--- src/rtl/edge_detect_pkg.sv ---
// Shared types for the multi-channel edge detector: per-channel mode and FSM state.
package edge_detect_pkg;

  typedef enum logic [1:0] {
    MODE_RISE = 2'b00,
    MODE_FALL = 2'b01,
    MODE_BOTH = 2'b10,
    MODE_OFF  = 2'b11
  } mode_e;

  typedef enum logic {
    ST_LOW  = 1'b0,
    ST_HIGH = 1'b1
  } state_e;

endpackage

--- src/rtl/edge_detector_multi_if.sv ---
// Signal bundle between the edge detector and its environment; state is a debug view of each channel FSM.
interface edge_detector_multi_if #(
  parameter int WIDTH = 8,
  parameter int CNT_W = 8
);
  // No handshake: every signal is a plain level, valid in every cycle and sampled at posedge clk.
  logic [WIDTH-1:0]       data_in;
  logic [2*WIDTH-1:0]     mode;
  logic [WIDTH-1:0]       clr;
  logic [WIDTH-1:0]       edge_det;
  logic [WIDTH-1:0]       edge_flag;
  logic [WIDTH*CNT_W-1:0] edge_cnt;
  logic                   any_flag;
  logic [WIDTH-1:0]       state;

  modport master (
    output data_in, mode, clr,
    input  edge_det, edge_flag, edge_cnt, any_flag, state
  );

  modport slave (
    input  data_in, mode, clr,
    output edge_det, edge_flag, edge_cnt, any_flag, state
  );
endinterface

--- src/rtl/edge_detect_chan.sv ---
// One edge-detector channel: LOW/HIGH FSM, Mealy pulse, sticky flag, saturating counter.
// Optional input debounce when EDGE_DETECT_DEBOUNCE_EN is defined.
module edge_detect_chan
  import edge_detect_pkg::*;
#(
  parameter int CNT_W        = 8,
  parameter int INIT_LEVEL   = 0,
  parameter int DEBOUNCE_CYC = 4
) (
  input  logic             clk,
  input  logic             rst,
  input  logic             din,
  input  mode_e            mode,
  input  logic             clr,
  output logic             edge_det,
  output logic             edge_flag,
  output logic [CNT_W-1:0] edge_cnt,
  output state_e           state
);

  localparam state_e           RST_ST  = (INIT_LEVEL != 0) ? ST_HIGH : ST_LOW;
  localparam logic [CNT_W-1:0] CNT_MAX = '1;

  state_e           state_q, state_d;
  logic             flag_q, flag_d;
  logic [CNT_W-1:0] cnt_q, cnt_d;
  logic             differ, accept;

  assign differ = (din != (state_q == ST_HIGH));

`ifdef EDGE_DETECT_DEBOUNCE_EN
  localparam int DB_W = $clog2(DEBOUNCE_CYC + 1);
  logic [DB_W-1:0] db_q, db_d;

  // Accept in the DEBOUNCE_CYC-th consecutive differing cycle; the FSM move then clears the run.
  assign accept = differ && (db_q == DB_W'(DEBOUNCE_CYC - 1));

  always_comb begin
    db_d = '0;
    if (differ && !accept) db_d = db_q + 1'b1;
  end

  always_ff @(posedge clk) begin
    if (rst) db_q <= '0;
    else     db_q <= db_d;
  end
`else
  assign accept = differ;
`endif

  always_comb begin
    edge_det = 1'b0;
    case (mode)
      MODE_RISE: edge_det = accept && (state_q == ST_LOW);
      MODE_FALL: edge_det = accept && (state_q == ST_HIGH);
      MODE_BOTH: edge_det = accept;
      default:   edge_det = 1'b0;
    endcase
    if (rst) edge_det = 1'b0;

    state_d = state_q;
    if (accept) state_d = din ? ST_HIGH : ST_LOW;

    // Set wins over clear for the flag; clear wins over the edge for the count.
    flag_d = edge_det | (flag_q & ~clr);

    cnt_d = cnt_q;
    if (clr)                               cnt_d = '0;
    else if (edge_det && cnt_q != CNT_MAX) cnt_d = cnt_q + 1'b1;
  end

  always_ff @(posedge clk) begin
    if (rst) begin
      state_q <= RST_ST;
      flag_q  <= 1'b0;
      cnt_q   <= '0;
    end else begin
      state_q <= state_d;
      flag_q  <= flag_d;
      cnt_q   <= cnt_d;
    end
  end

  assign edge_flag = flag_q;
  assign edge_cnt  = cnt_q;
  assign state     = state_q;

endmodule

--- src/rtl/edge_detector_multi.sv ---
// WIDTH-channel Mealy edge detector with per-channel mode, sticky flags and saturating counts.
// Define EDGE_DETECT_DEBOUNCE_EN to add a DEBOUNCE_CYC-cycle input debounce per channel.
module edge_detector_multi
  import edge_detect_pkg::*;
#(
  parameter int WIDTH        = 8,
  parameter int CNT_W        = 8,
  parameter int INIT_LEVEL   = 0,
  parameter int DEBOUNCE_CYC = 4
) (
  input logic                clk,
  input logic                rst,
  edge_detector_multi_if.slave bus
);

  logic [WIDTH-1:0]       det_w;
  logic [WIDTH-1:0]       flag_w;
  logic [WIDTH*CNT_W-1:0] cnt_w;
  logic [WIDTH-1:0]       state_w;

  for (genvar i = 0; i < WIDTH; i++) begin : g_chan
    state_e chan_state;

    edge_detect_chan #(
      .CNT_W        (CNT_W),
      .INIT_LEVEL   (INIT_LEVEL),
      .DEBOUNCE_CYC (DEBOUNCE_CYC)
    ) u_chan (
      .clk       (clk),
      .rst       (rst),
      .din       (bus.data_in[i]),
      .mode      (mode_e'(bus.mode[2*i +: 2])),
      .clr       (bus.clr[i]),
      .edge_det  (det_w[i]),
      .edge_flag (flag_w[i]),
      .edge_cnt  (cnt_w[i*CNT_W +: CNT_W]),
      .state     (chan_state)
    );

    assign state_w[i] = (chan_state == ST_HIGH);
  end

  assign bus.edge_det  = det_w;
  assign bus.edge_flag = flag_w;
  assign bus.edge_cnt  = cnt_w;
  assign bus.any_flag  = |flag_w;
  assign bus.state     = state_w;

endmodule

--- src/flat_wrapper.sv ---
// flat-port wrapper written by rule: the top's interface ports become plain ports
module edge_detector_multi_flat import edge_detect_pkg::*;
#(
  parameter int WIDTH        = 8,
  parameter int CNT_W        = 8,
  parameter int INIT_LEVEL   = 0,
  parameter int DEBOUNCE_CYC = 4
)
  (clk, rst, bus_data_in, bus_mode, bus_clr, bus_edge_det, bus_edge_flag, bus_edge_cnt, bus_any_flag, bus_state);
  edge_detector_multi_if #(.WIDTH(WIDTH), .CNT_W(CNT_W)) bus_i ();
  input logic clk;
  input logic rst;
  input wire logic [$bits(bus_i.data_in)-1:0] bus_data_in;
  input wire logic [$bits(bus_i.mode)-1:0] bus_mode;
  input wire logic [$bits(bus_i.clr)-1:0] bus_clr;
  output wire logic [$bits(bus_i.edge_det)-1:0] bus_edge_det;
  output wire logic [$bits(bus_i.edge_flag)-1:0] bus_edge_flag;
  output wire logic [$bits(bus_i.edge_cnt)-1:0] bus_edge_cnt;
  output wire logic [$bits(bus_i.any_flag)-1:0] bus_any_flag;
  output wire logic [$bits(bus_i.state)-1:0] bus_state;
  assign bus_i.data_in = bus_data_in;
  assign bus_i.mode = bus_mode;
  assign bus_i.clr = bus_clr;
  assign bus_edge_det = bus_i.edge_det;
  assign bus_edge_flag = bus_i.edge_flag;
  assign bus_edge_cnt = bus_i.edge_cnt;
  assign bus_any_flag = bus_i.any_flag;
  assign bus_state = bus_i.state;
  edge_detector_multi #(.WIDTH(WIDTH), .CNT_W(CNT_W), .INIT_LEVEL(INIT_LEVEL), .DEBOUNCE_CYC(DEBOUNCE_CYC)) u_core (.clk(clk), .rst(rst), .bus(bus_i));
endmodule
--- config.mk ---
export PLATFORM = sky130hd
export DESIGN_NAME = edge_detector_multi_flat
export DESIGN_NICKNAME = d
export VERILOG_FILES = /design/src/rtl/edge_detect_pkg.sv /design/src/rtl/edge_detector_multi_if.sv /design/src/rtl/edge_detect_chan.sv /design/src/rtl/edge_detector_multi.sv /design/src/flat_wrapper.sv
export SDC_FILE = /design/constraint.sdc
export NUM_CORES = 1
export LEC_CHECK = 0
export BUFFER_PORTS_ARGS = -buffer_cell sky130_fd_sc_hd__buf_2
export CORE_ASPECT_RATIO = 2
export CORE_MARGIN = 8
export CORE_UTILIZATION = 30
export CTS_CLUSTER_DIAMETER = 200
export CTS_CLUSTER_SIZE = 10
export DETAILED_ROUTE_END_ITERATION = 8
export GPL_ROUTABILITY_DRIVEN = 0
export SYNTH_ARGS = -nofsm -noshare
export SYNTH_HDL_FRONTEND = slang
export SYNTH_SLANG_ARGS = --single-unit
--- constraint.sdc ---
create_clock -name clk -period 3.21 [get_ports clk]
set_input_delay 0.642 -clock clk [delete_from_list [all_inputs] [get_ports clk]]
set_output_delay 0.642 -clock clk [all_outputs]
set_load 0.005 [all_outputs]
==> run summary, run 1 <==
fin area = 5340 um2
number of diodes = 0
Max-slew headroom = 36.4%
drt drc = 0
dpl hpwl = 10,100 um
post-CTS sizing = 0
CTS tree = done
CTS Buffer Depth = 2
mux contribution to synthesized area = 2.52%
HP Start = u_core.g_chan[3].u_chan.edge_flag
post-layout util = 37.4%
Die Y = 187 um
Primary FF master, synth = dfxtp_1
worst IR drop on VDD = 250 uV
Clock Skews = 0.00716 ns
Antenna Violating Nets Remaining = 0
Clock Tree Root = clkbuf_16
first-pass GRT wire length = 20,800 um
crit path max fanout = 24
EDFF count, synth = 0
clock sink count = 80
fmax = 381 MHz
largest net degree at the start of global routing = 25
xor/xnor share of the synthesized area = 1.61%
average vias per placed instance = 5.31
Final Slew Violations = 0
Synth Area in Compound Gates = 18.3%
CP Data Required Time = 2.57 ns
Post-CTS Setup Bufs = 0
worst hold-check path type = flop to flop
H-tree levels = 3
clock latency on the worst-skew pair = 0.33 ns
Synth cell types = 44
CTS Hold Bufs = 0
number of port buffers = 122
crit end category = output port
via count = 4,391
layout cells sized above 1 = 26.3%
fin nets = 672
P&R area growth vs syn = 22.4%
Period Utilization, post-route = 81.8%
crit path kind = input pin to output port
Core Area = 14,300 um2
Synth Area in Simple Gates = 30.5%
DR pass1 iterations = 5
PwrDens = 430 nW/um2
Slew @ Worst Pin = 0.946 ns
Placed Area = 5030 um2
register area share after synthesis = 36.7%
Rows = 62
Ys Warns = 0
status = finished, final reports clean
Starting Density = 30.6%
detailed-route wire length = 12,800 um
final hold viol count = 0
RSZ-0062 raised after global routing = no
Yosys reg bits = 80
syn_nets = 568
total CTS buffers = 9
initial antenna violation count = 0
Max-Cap Viols = 0
I/O pin cnt = 123
Async SR Flop Fraction = 0%
WP data arrival = 1.98 ns
final global-route overflow total = 0
Setup violations, final = 0
Setup crit start kind = input pin
Mapped Cells = 526
wire length per cell = 15.4 um
largest family of logic cells by synthesized area = simple AND/OR/NAND/NOR gates
Crit. Startpoint = rst
post-route minimum period = 2.63 ns
die width = 101 um
post-synthesis adder-cell area fraction = 2.29%
leakage = 0.00217 uW
worst reg2reg startpoint = u_core.g_chan[0].u_chan.edge_cnt[0]
Netlist Area Pre-Place = 4360 um2
CTS clock-pin slew for the worst setup and hold paths = 0.06 ns
setup tns final = 0 ns
vias in the first global route = 4,305
initial drt markers = 218
Avg Inst Size Synth = 8.30 um2
global-route usage over all layers = 13.6%
Die ar. = 18,900 um2
[area by class of cell]
type | count | area (um2)
fillers | 1503 | 8930
multi-input cells | 381 | 2410
flip-flops and latches | 80 | 1600
repair buffers | 131 | 678
well taps | 192 | 240
clock buffers | 11 | 233
inverters | 27 | 101
clock inverters | 5 | 81.3
[cell usage after synthesis (all sizes together) (7+ instances only)]
cell type	number	area, um2
and3	8	50.1
nand2	65	244
mux2i	11	110
a31oi	7	43.8
nor2	30	113
o41ai	8	70.1
dfxtp	80	1600
or2	7	43.8
inv	27	101
nand4	11	68.8
nor4b	10	119
or4	17	128
nor3b	17	128
o31ai	17	128
a211oi	8	60.1
nand3	20	100
nor4	14	87.6
o21ai	12	60.1
a21oi	40	204
or3	16	100
buf	32	230
xor2	8	70.1
ha	8	100
[power by group]
group | switching (uW) | leakage (uW) | internal [uW]
combinational | 107 | 0.00137 | 75.1
clock | 407 | 0.000150 | 682
sequential | 19.7 | 0.000648 | 1010
[worst max-delay path: stages]
cell	delay [ns]
buf_2	0.39
nor3b_1	0.10
a21oi_1	0.51
inv_2	0.16
buf_2	0.17
[final timing paths]
kind	end	slack (ns)	depth (start not counted)
worst max-delay path	bus_edge_det[6]	0.58	5
worst min-delay path	u_core.g_chan[3].u_chan.edge_flag	0.47	2
worst max register to register	u_core.g_chan[0].u_chan.edge_cnt[5]	1.19	5
worst min register to register	u_core.g_chan[3].u_chan.edge_flag	0.47	2
[state kept, by name (all words and copies together), names as in the netlist]
signal                          cells
u_core.g_chan.u_chan.edge_cnt      64
u_core.g_chan.u_chan.edge_flag      8
u_core.g_chan.u_chan.state          8
[layout by cell type (no fill, tap or decap), types with 14 or more instances in the layout]
master   netlist  layout
a21oi_1       39      39
buf_2          4     122
dfxtp_1       80      80
inv_1         24      24
nand2_1       65      65
nand3_1       20      20
nor2_1        30      30
nor3b_1       17      17
nor4_1        14      14
o31ai_1       17      17
or3_1         16      16
or4_1         17      17
[cell families after synthesis]
group,Yosys count
adders and majority gates,8
DFF,80
buffers and inverters,65
xor gates and xnor gates,8
and+or+nand+nor,234
AOI/OAI and AO/OA,120
muxes,11
[per-stage QoR]
step | hold slack [ns] | setup slack (ns) | power, uW | instances
2_1_floorplan | 0.435 | 1.04 | 1170 | 526
3_3_place_gp | 0.464 | 0.625 | 1230 | 811
3_5_place_dp | 0.457 | 0.566 | 1240 | 811
4_1_cts | 0.467 | 0.571 | 2350 | 827
5_1_grt | 0.505 | 0.398 | 2410 | 827
6_report | 0.467 | 0.585 | 2300 | 827
[per-layer routing]
layer  vias up  track usage [%]  wire length, um
met1      2100             12.6             4610
li1       2166                -                -
met2       110             25.7             7050
met5         -                0                0
met3        15             3.88              801
met4         0             6.99              287
(Power assumes the default switching activity.)
==> inputs of run 2 (changes only) <==
Clock period 3.21 ns to 2.2 ns, I/O delays scaled along.
==> run summary, run 2 (same netlist as run 1, synthesis figures left out) <==
dpl hpwl = 9930 um (-1.6%)
vias in the first global route = 4,378 (+1.7%)
Period Utilization, post-route = 93.0%
clock sink count = 80 (unchanged)
average vias per placed instance = 5.27 (-0.83%)
filler instances = 1,550 (+3.1%)
P&R area growth vs syn = 24.0%
DR pass1 iterations = 7 (+2)
final hold viol count = 0 (unchanged)
fin nets = 674 (+0.30%)
Design Power = 3430 uW (+49%)
leakage = 0.00219 uW (+1.2%)
initial antenna violation count = 0 (unchanged)
fmax = 489 MHz
CTS tree = done
detailed-route wire length = 12,600 um (-1.5%)
Starting Density = 30.6% (unchanged)
Setup crit start kind = flop
crit end category = output port
total CTS buffers = 9 (unchanged)
initial drt markers = 135 (-38%)
RSZ-0062 raised after global routing = no
via count = 4,365 (-0.59%)
Final Slew Violations = 0 (unchanged)
CP Data Required Time = 1.76 ns (-0.81 ns)
worst hold-check path type = input pin to flop
post-layout util = 37.9% (+0.46 points)
final global-route overflow total = 0 (unchanged)
WP data arrival = 1.61 ns (-0.37 ns)
status = finished, final reports clean
max FFs per register = 64 (unchanged)
number of port buffers = 122 (unchanged)
Placed Area = 5060 um2 (+0.55%)
Slew @ Worst Pin = 0.674 ns (-0.273 ns)
Clock Tree Root = clkbuf_16
CTS clock-pin slew for the worst setup and hold paths = 0.07 ns (about the same)
Rows = 62 (unchanged)
Place WS = -0.0807 ns (-0.647 ns)
commonest non-fill, non-tap cell in the layout = buf_2
post-route minimum period = 2.05 ns
CTS Buffer Depth = 2 (unchanged)
crit path max fanout = 9 (-63%)
Setup violations, final = 0 (unchanged)
first-pass GRT wire length = 20,900 um (+0.33%)
Core Area = 14,300 um2 (unchanged)
Max-Cap Viols = 0 (unchanged)
crit path kind = flop to output port
Antenna Violating Nets Remaining = 0 (unchanged)
H-tree levels = 3 (unchanged)
CTS Hold Bufs = 0 (unchanged)
die width = 101 um (unchanged)
commonest non-fill, non-tap cells in the layout = 122 x buf_2, 80 x dfxtp_1, 65 x nand2_1, 37 x a21oi_1, 30 x nor2_1
global-route usage over all layers = 13.5% (-0.10 points)
drt drc = 0 (unchanged)
Post-CTS Setup Bufs = 0 (unchanged)
wire length per cell = 15.1 um (-1.8%)
Die Y = 187 um (unchanged)
number of diodes = 0 (unchanged)
Final WS setup = 0.155 ns (-0.430 ns)
Max-slew headroom = 54.8% (+18 points)
Die ar. = 18,900 um2 (unchanged)
PwrDens = 633 nW/um2 (+47%)
largest net degree at the start of global routing = 24 (-4.0%)
I/O pin cnt = 123 (unchanged)
worst IR drop on VDD = 321 uV (+28%)
Clock Skews = 0.00758 ns (+0.000419 ns)
clock latency on the worst-skew pair = 0.33 ns (about the same)
layout cells sized above 1 = 27.3% (+1.0 points)
fin area = 5410 um2 (+1.2%)
-- run 2: path summary, 6_finish.rpt --
check	from	end	slack, ns	cells after the start
min	bus_clr[1]	u_core.g_chan[1].u_chan.edge_cnt[6]	0.31	2
max	u_core.g_chan[1].u_chan.state	bus_edge_det[1]	0.15	4
min reg2reg	u_core.g_chan[3].u_chan.edge_flag	u_core.g_chan[3].u_chan.edge_flag	0.47	2
max reg2reg	u_core.g_chan[1].u_chan.state	u_core.g_chan[1].u_chan.edge_cnt[6]	0.43	5
-- run 2: timing repair --
| item | in CTS | in global routing |
|---|---|---|
| hold endpoints to repair | 0 | 0 |
| resized for setup | 2 | 2 |
| setup endpoints to repair | 2 | 2 |
-- run 2: per-layer routing --
layer	global-route usage [%]	part of all wire, %	up-vias
li1	-	-	2171
met4	7.68	3.3	0
met1	13.0	37	2073
met2	25.1	54	98
met5	0	0	-
met3	3.02	5.0	23
-- run 2: final cells by class --
class / count / area, um2 / share of cell area [%]
multi-input combinational: 381 / 2430 / 44.9
sequential: 80 / 1600 / 29.6
timing repair buffer: 133 / 706 / 13.0
tap: 192 / 240 / 4.44
clock buffer: 10 / 239 / 4.42
inverter: 27 / 101 / 1.87
clock inverter: 6 / 92.6 / 1.71
-- run 2: per-stage QoR --
stage                     hold slack, ns  cells  TNS, ns
after global routing               0.301    829        0
after detailed placement           0.463    813   -0.169
after floorplan                    0.435    526        0
after CTS                          0.295    829        0
after global placement             0.458    813  -0.0616
final                              0.307    829        0
-- run 2: power breakdown --
group          internal (uW)  leakage (uW)  total (uW)  switching [uW]
Clock                   1030      0.000155        1650             623
Combinational            115       0.00139         275             160
Sequential              1470      0.000648        1500            28.3
-- run 2: worst max-delay path, cell delays in order, from the launching register on --
cell,delay (ns)
dfxtp_1,0.36
nor3b_1,0.16
a21oi_2,0.36
inv_1,0.21
buf_2,0.18
==> inputs of run 3 (changes only) <==
--- a/config.mk
+++ b/config.mk
@@ -16,3 +16,4 @@
 export SYNTH_ARGS = -nofsm -noshare
 export SYNTH_HDL_FRONTEND = slang
+export SYNTH_HIERARCHICAL = 1
 export SYNTH_SLANG_ARGS = --single-unit
==> constraint.sdc (replaced) <==
create_clock -name clk -period 2.2 [get_ports clk]
set_input_delay 0 -clock clk [delete_from_list [all_inputs] [get_ports clk]]
set_output_delay 0 -clock clk [all_outputs]
set_load 0.005 [all_outputs]
==> run summary, run 3 <==
clock sink count = 80 (unchanged)
vias in the first global route = 4,168 (-4.8%)
CP Data Required Time = 2.47 ns (+0.71 ns)
number of port buffers = 122 (unchanged)
Setup crit start kind = input pin
final global-route overflow total = 0 (unchanged)
CTS clock-pin slew for the worst setup and hold paths = 0.06 ns (about the same)
detailed-route wire length = 12,800 um (+1.7%)
initial drt markers = 143 (+5.9%)
PwrDens = 604 nW/um2 (-4.7%)
Post-CTS Setup Bufs = 0 (unchanged)
Clock Skews = 0.00617 ns (-0.00141 ns)
Commonest cells post-synth = 80 x dfxtp_1, 48 x nand4_1, 33 x nand2_1, 32 x a21oi_1, 32 x o21ai_0
layout cells sized above 1 = 25.3% (-2.0 points)
I/O pin cnt = 123 (unchanged)
Die Y = 181 um (-3.2%)
fmax = 583 MHz (+19%)
final hold viol count = 0 (unchanged)
initial antenna violation count = 0 (unchanged)
Die ar. = 17,700 um2 (-6.1%)
status = finished, final reports clean
register area share after synthesis = 39.4% (+2.7 points)
Synth area leader = dfxtp_1
Period Utilization, post-route = 78.0% (-15 points)
post-CTS sizing = 0 (-2)
die width = 98.3 um (-3.0%)
commonest non-fill, non-tap cells in the layout = 122 x buf_2, 80 x dfxtp_1, 48 x nand4_1, 33 x nand2_1
largest net degree at the start of global routing = 32 (+33%)
Comb pwr share = 8.7% (+0.7 points)
RSZ-0062 raised after global routing = no
Final Slew Violations = 0 (unchanged)
Core Area = 13,400 um2 (-6.4%)
Max-Cap Viols = 0 (unchanged)
internal power = 2390 uW (-8.7%)
Synth cell types = 28 (-36%)
CTS Hold Bufs = 14 (+14)
Max-slew headroom = 62.0% (+7.3 points)
crit path max fanout = 10 (+1)
Yosys reg bits = 80 (unchanged)
DR pass1 iterations = 4 (-3)
crit end category = flop
Slew @ Worst Pin = 0.570 ns (-0.104 ns)
Setup violations, final = 0 (unchanged)
CTS tree = done
drt drc = 0 (unchanged)
crit path kind = input pin to flop
worst hold-check path type = input pin to flop
worst IR drop on VDD = 348 uV (+8.2%)
Antenna Violating Nets Remaining = 0 (unchanged)
Placed Area = 4820 um2 (-4.7%)
number of diodes = 0 (unchanged)
clock latency on the worst-skew pair = 0.33 ns (about the same)
WP data arrival = 1.98 ns (+0.37 ns)
commonest non-fill, non-tap cell in the layout = buf_2
Synth area leaders = dfxtp_1 39%, nand4_1 7.4%, a21oi_1 3.9%
leakage = 0.00222 uW (+1.1%)
Netlist Area Pre-Place = 4060 um2 (-7.0%)
clock power share = 43.9% (-4.3 points)
wire length per cell = 16.6 um (+9.8%)
Async SR Flop Fraction = 0% (unchanged)
Net Sw Frac = 24.4% (+0.76 points)
P&R area growth vs syn = 28.9%
average vias per placed instance = 5.62 (+6.7%)
Rows = 60 (-3.2%)
most common cell in the netlist = dfxtp_1
Starting Density = 30.4% (-0.19 points)
fin nets = 650 (-3.6%)
Primary FF master, synth = dfxtp_1
via count = 4,314 (-1.2%)
H-tree levels = 3 (unchanged)
max FFs per register = 64 (unchanged)
syn_nets = 509 (-10%)
Net Switching = 772 uW (-4.8%)
total CTS buffers = 9 (unchanged)
CTS Buffer Depth = 2 (unchanged)
EDFF count, synth = 0 (unchanged)
Clock Tree Root = clkbuf_16
Synth top area share = 39.4% (+2.7 points)
setup tns final = 0 ns (unchanged)
dpl hpwl = 9830 um (-1.0%)
Ys Warns = 6 (+6)
global-route usage over all layers = 14.0% (+0.42 points)
post-route minimum period = 1.72 ns (-0.329 ns)
Mapped Cells = 467 (-11%)
fin area = 5240 um2 (-3.2%)
Avg Inst Size Synth = 8.69 um2 (+4.8%)
first-pass GRT wire length = 20,400 um (-2.5%)
sequential power share = 47.4% (+3.6 points)
## run 3: cell types whose count changed in the layout (fill, tap and decap cells not counted), sizes merged, moves of 9 or more
cell,before,now
inv,27,16
o21ai,12,32
nand2b,0,16
nor4,14,2
nand2,65,33
dlygate4sd3,0,14
nor2,30,16
buf,133,124
nand4,11,48
nor4b,10,0
or4,17,8
nor3b,17,0
## run 3: kinds of logic (layout without fill, tap and decap cells)
logic type      count (synthesis)  count (layout)  share of synthesized area, %
fa+ha+maj                       8               8                          2.47
flops                          80              80                          39.4
mux                             8               8                          1.97
xor+xnor                        8               8                          1.73
simple gates                  211             211                          29.7
compound gates                128             128                          21.7
buf+inv                        24             170                          2.96
## run 3: worst max-delay path, stage by stage
cell,delay [ns]
dlygate4sd3_1,0.55
buf_2,0.14
or3b_1,0.37
o32a_2,0.25
or4_1,0.52
a21oi_1,0.14
## run 3: layout make-up
type / count / area [um2]
fillers: 1389 / 8130
multi-input cells: 363 / 2340
flip-flops and latches: 80 / 1600
repair buffers: 138 / 766
clock buffers: 11 / 243
well taps: 155 / 194
inverters: 16 / 60.1
clock inverters: 5 / 32.5
## run 3: metrics by stage
step / power, uW / utilization, % / worst slack [ns] / hold slack (ns) / instances
6_report: 3160 / 39.2 / 0.484 / 0.0247 / 768
3_5_place_dp: 1790 / 36.1 / 0.474 / 0.255 / 738
3_3_place_gp: 1780 / 36.1 / 0.520 / 0.252 / 738
2_1_floorplan: 1660 / - / 0.617 / 0.0716 / 467
4_1_cts: 3220 / 39.2 / 0.495 / 0.00418 / 768
5_1_grt: 3320 / 39.2 / 0.368 / 0.0123 / 768
## run 3: worst paths after layout
check                                                        from                                  end  slack, ns  cells after the start
worst max-delay path                               bus_data_in[3]  u_core/g_chan[3].u_chan/edge_cnt[3]       0.48                      6
worst min-delay path                                   bus_clr[0]  u_core/g_chan[0].u_chan/edge_cnt[3]       0.02                      3
worst max register to register      u_core/g_chan[7].u_chan/state  u_core/g_chan[7].u_chan/edge_cnt[3]       0.49                      4
worst min register to register  u_core/g_chan[6].u_chan/edge_flag    u_core/g_chan[6].u_chan/edge_flag       0.47                      2
## run 3: layer usage
metal | vias to the layer above | global-route usage (%) | wire length, um
li1 | 2095 | - | -
met1 | 2051 | 13.2 | 4740
met2 | 145 | 26.6 | 7000
met3 | 23 | 3.48 | 693
met4 | 0 | 7.49 | 337
met5 | - | 0 | 0
## run 3: power groups by stage
stage	sequential (uW)	clock [uW]	combinational [uW]
2_1_floorplan	1520	0	138
3_3_place_gp	1530	0	252
3_5_place_dp	1530	0	257
4_1_cts	1500	1440	278
5_1_grt	1500	1510	308
6_report	1500	1390	276
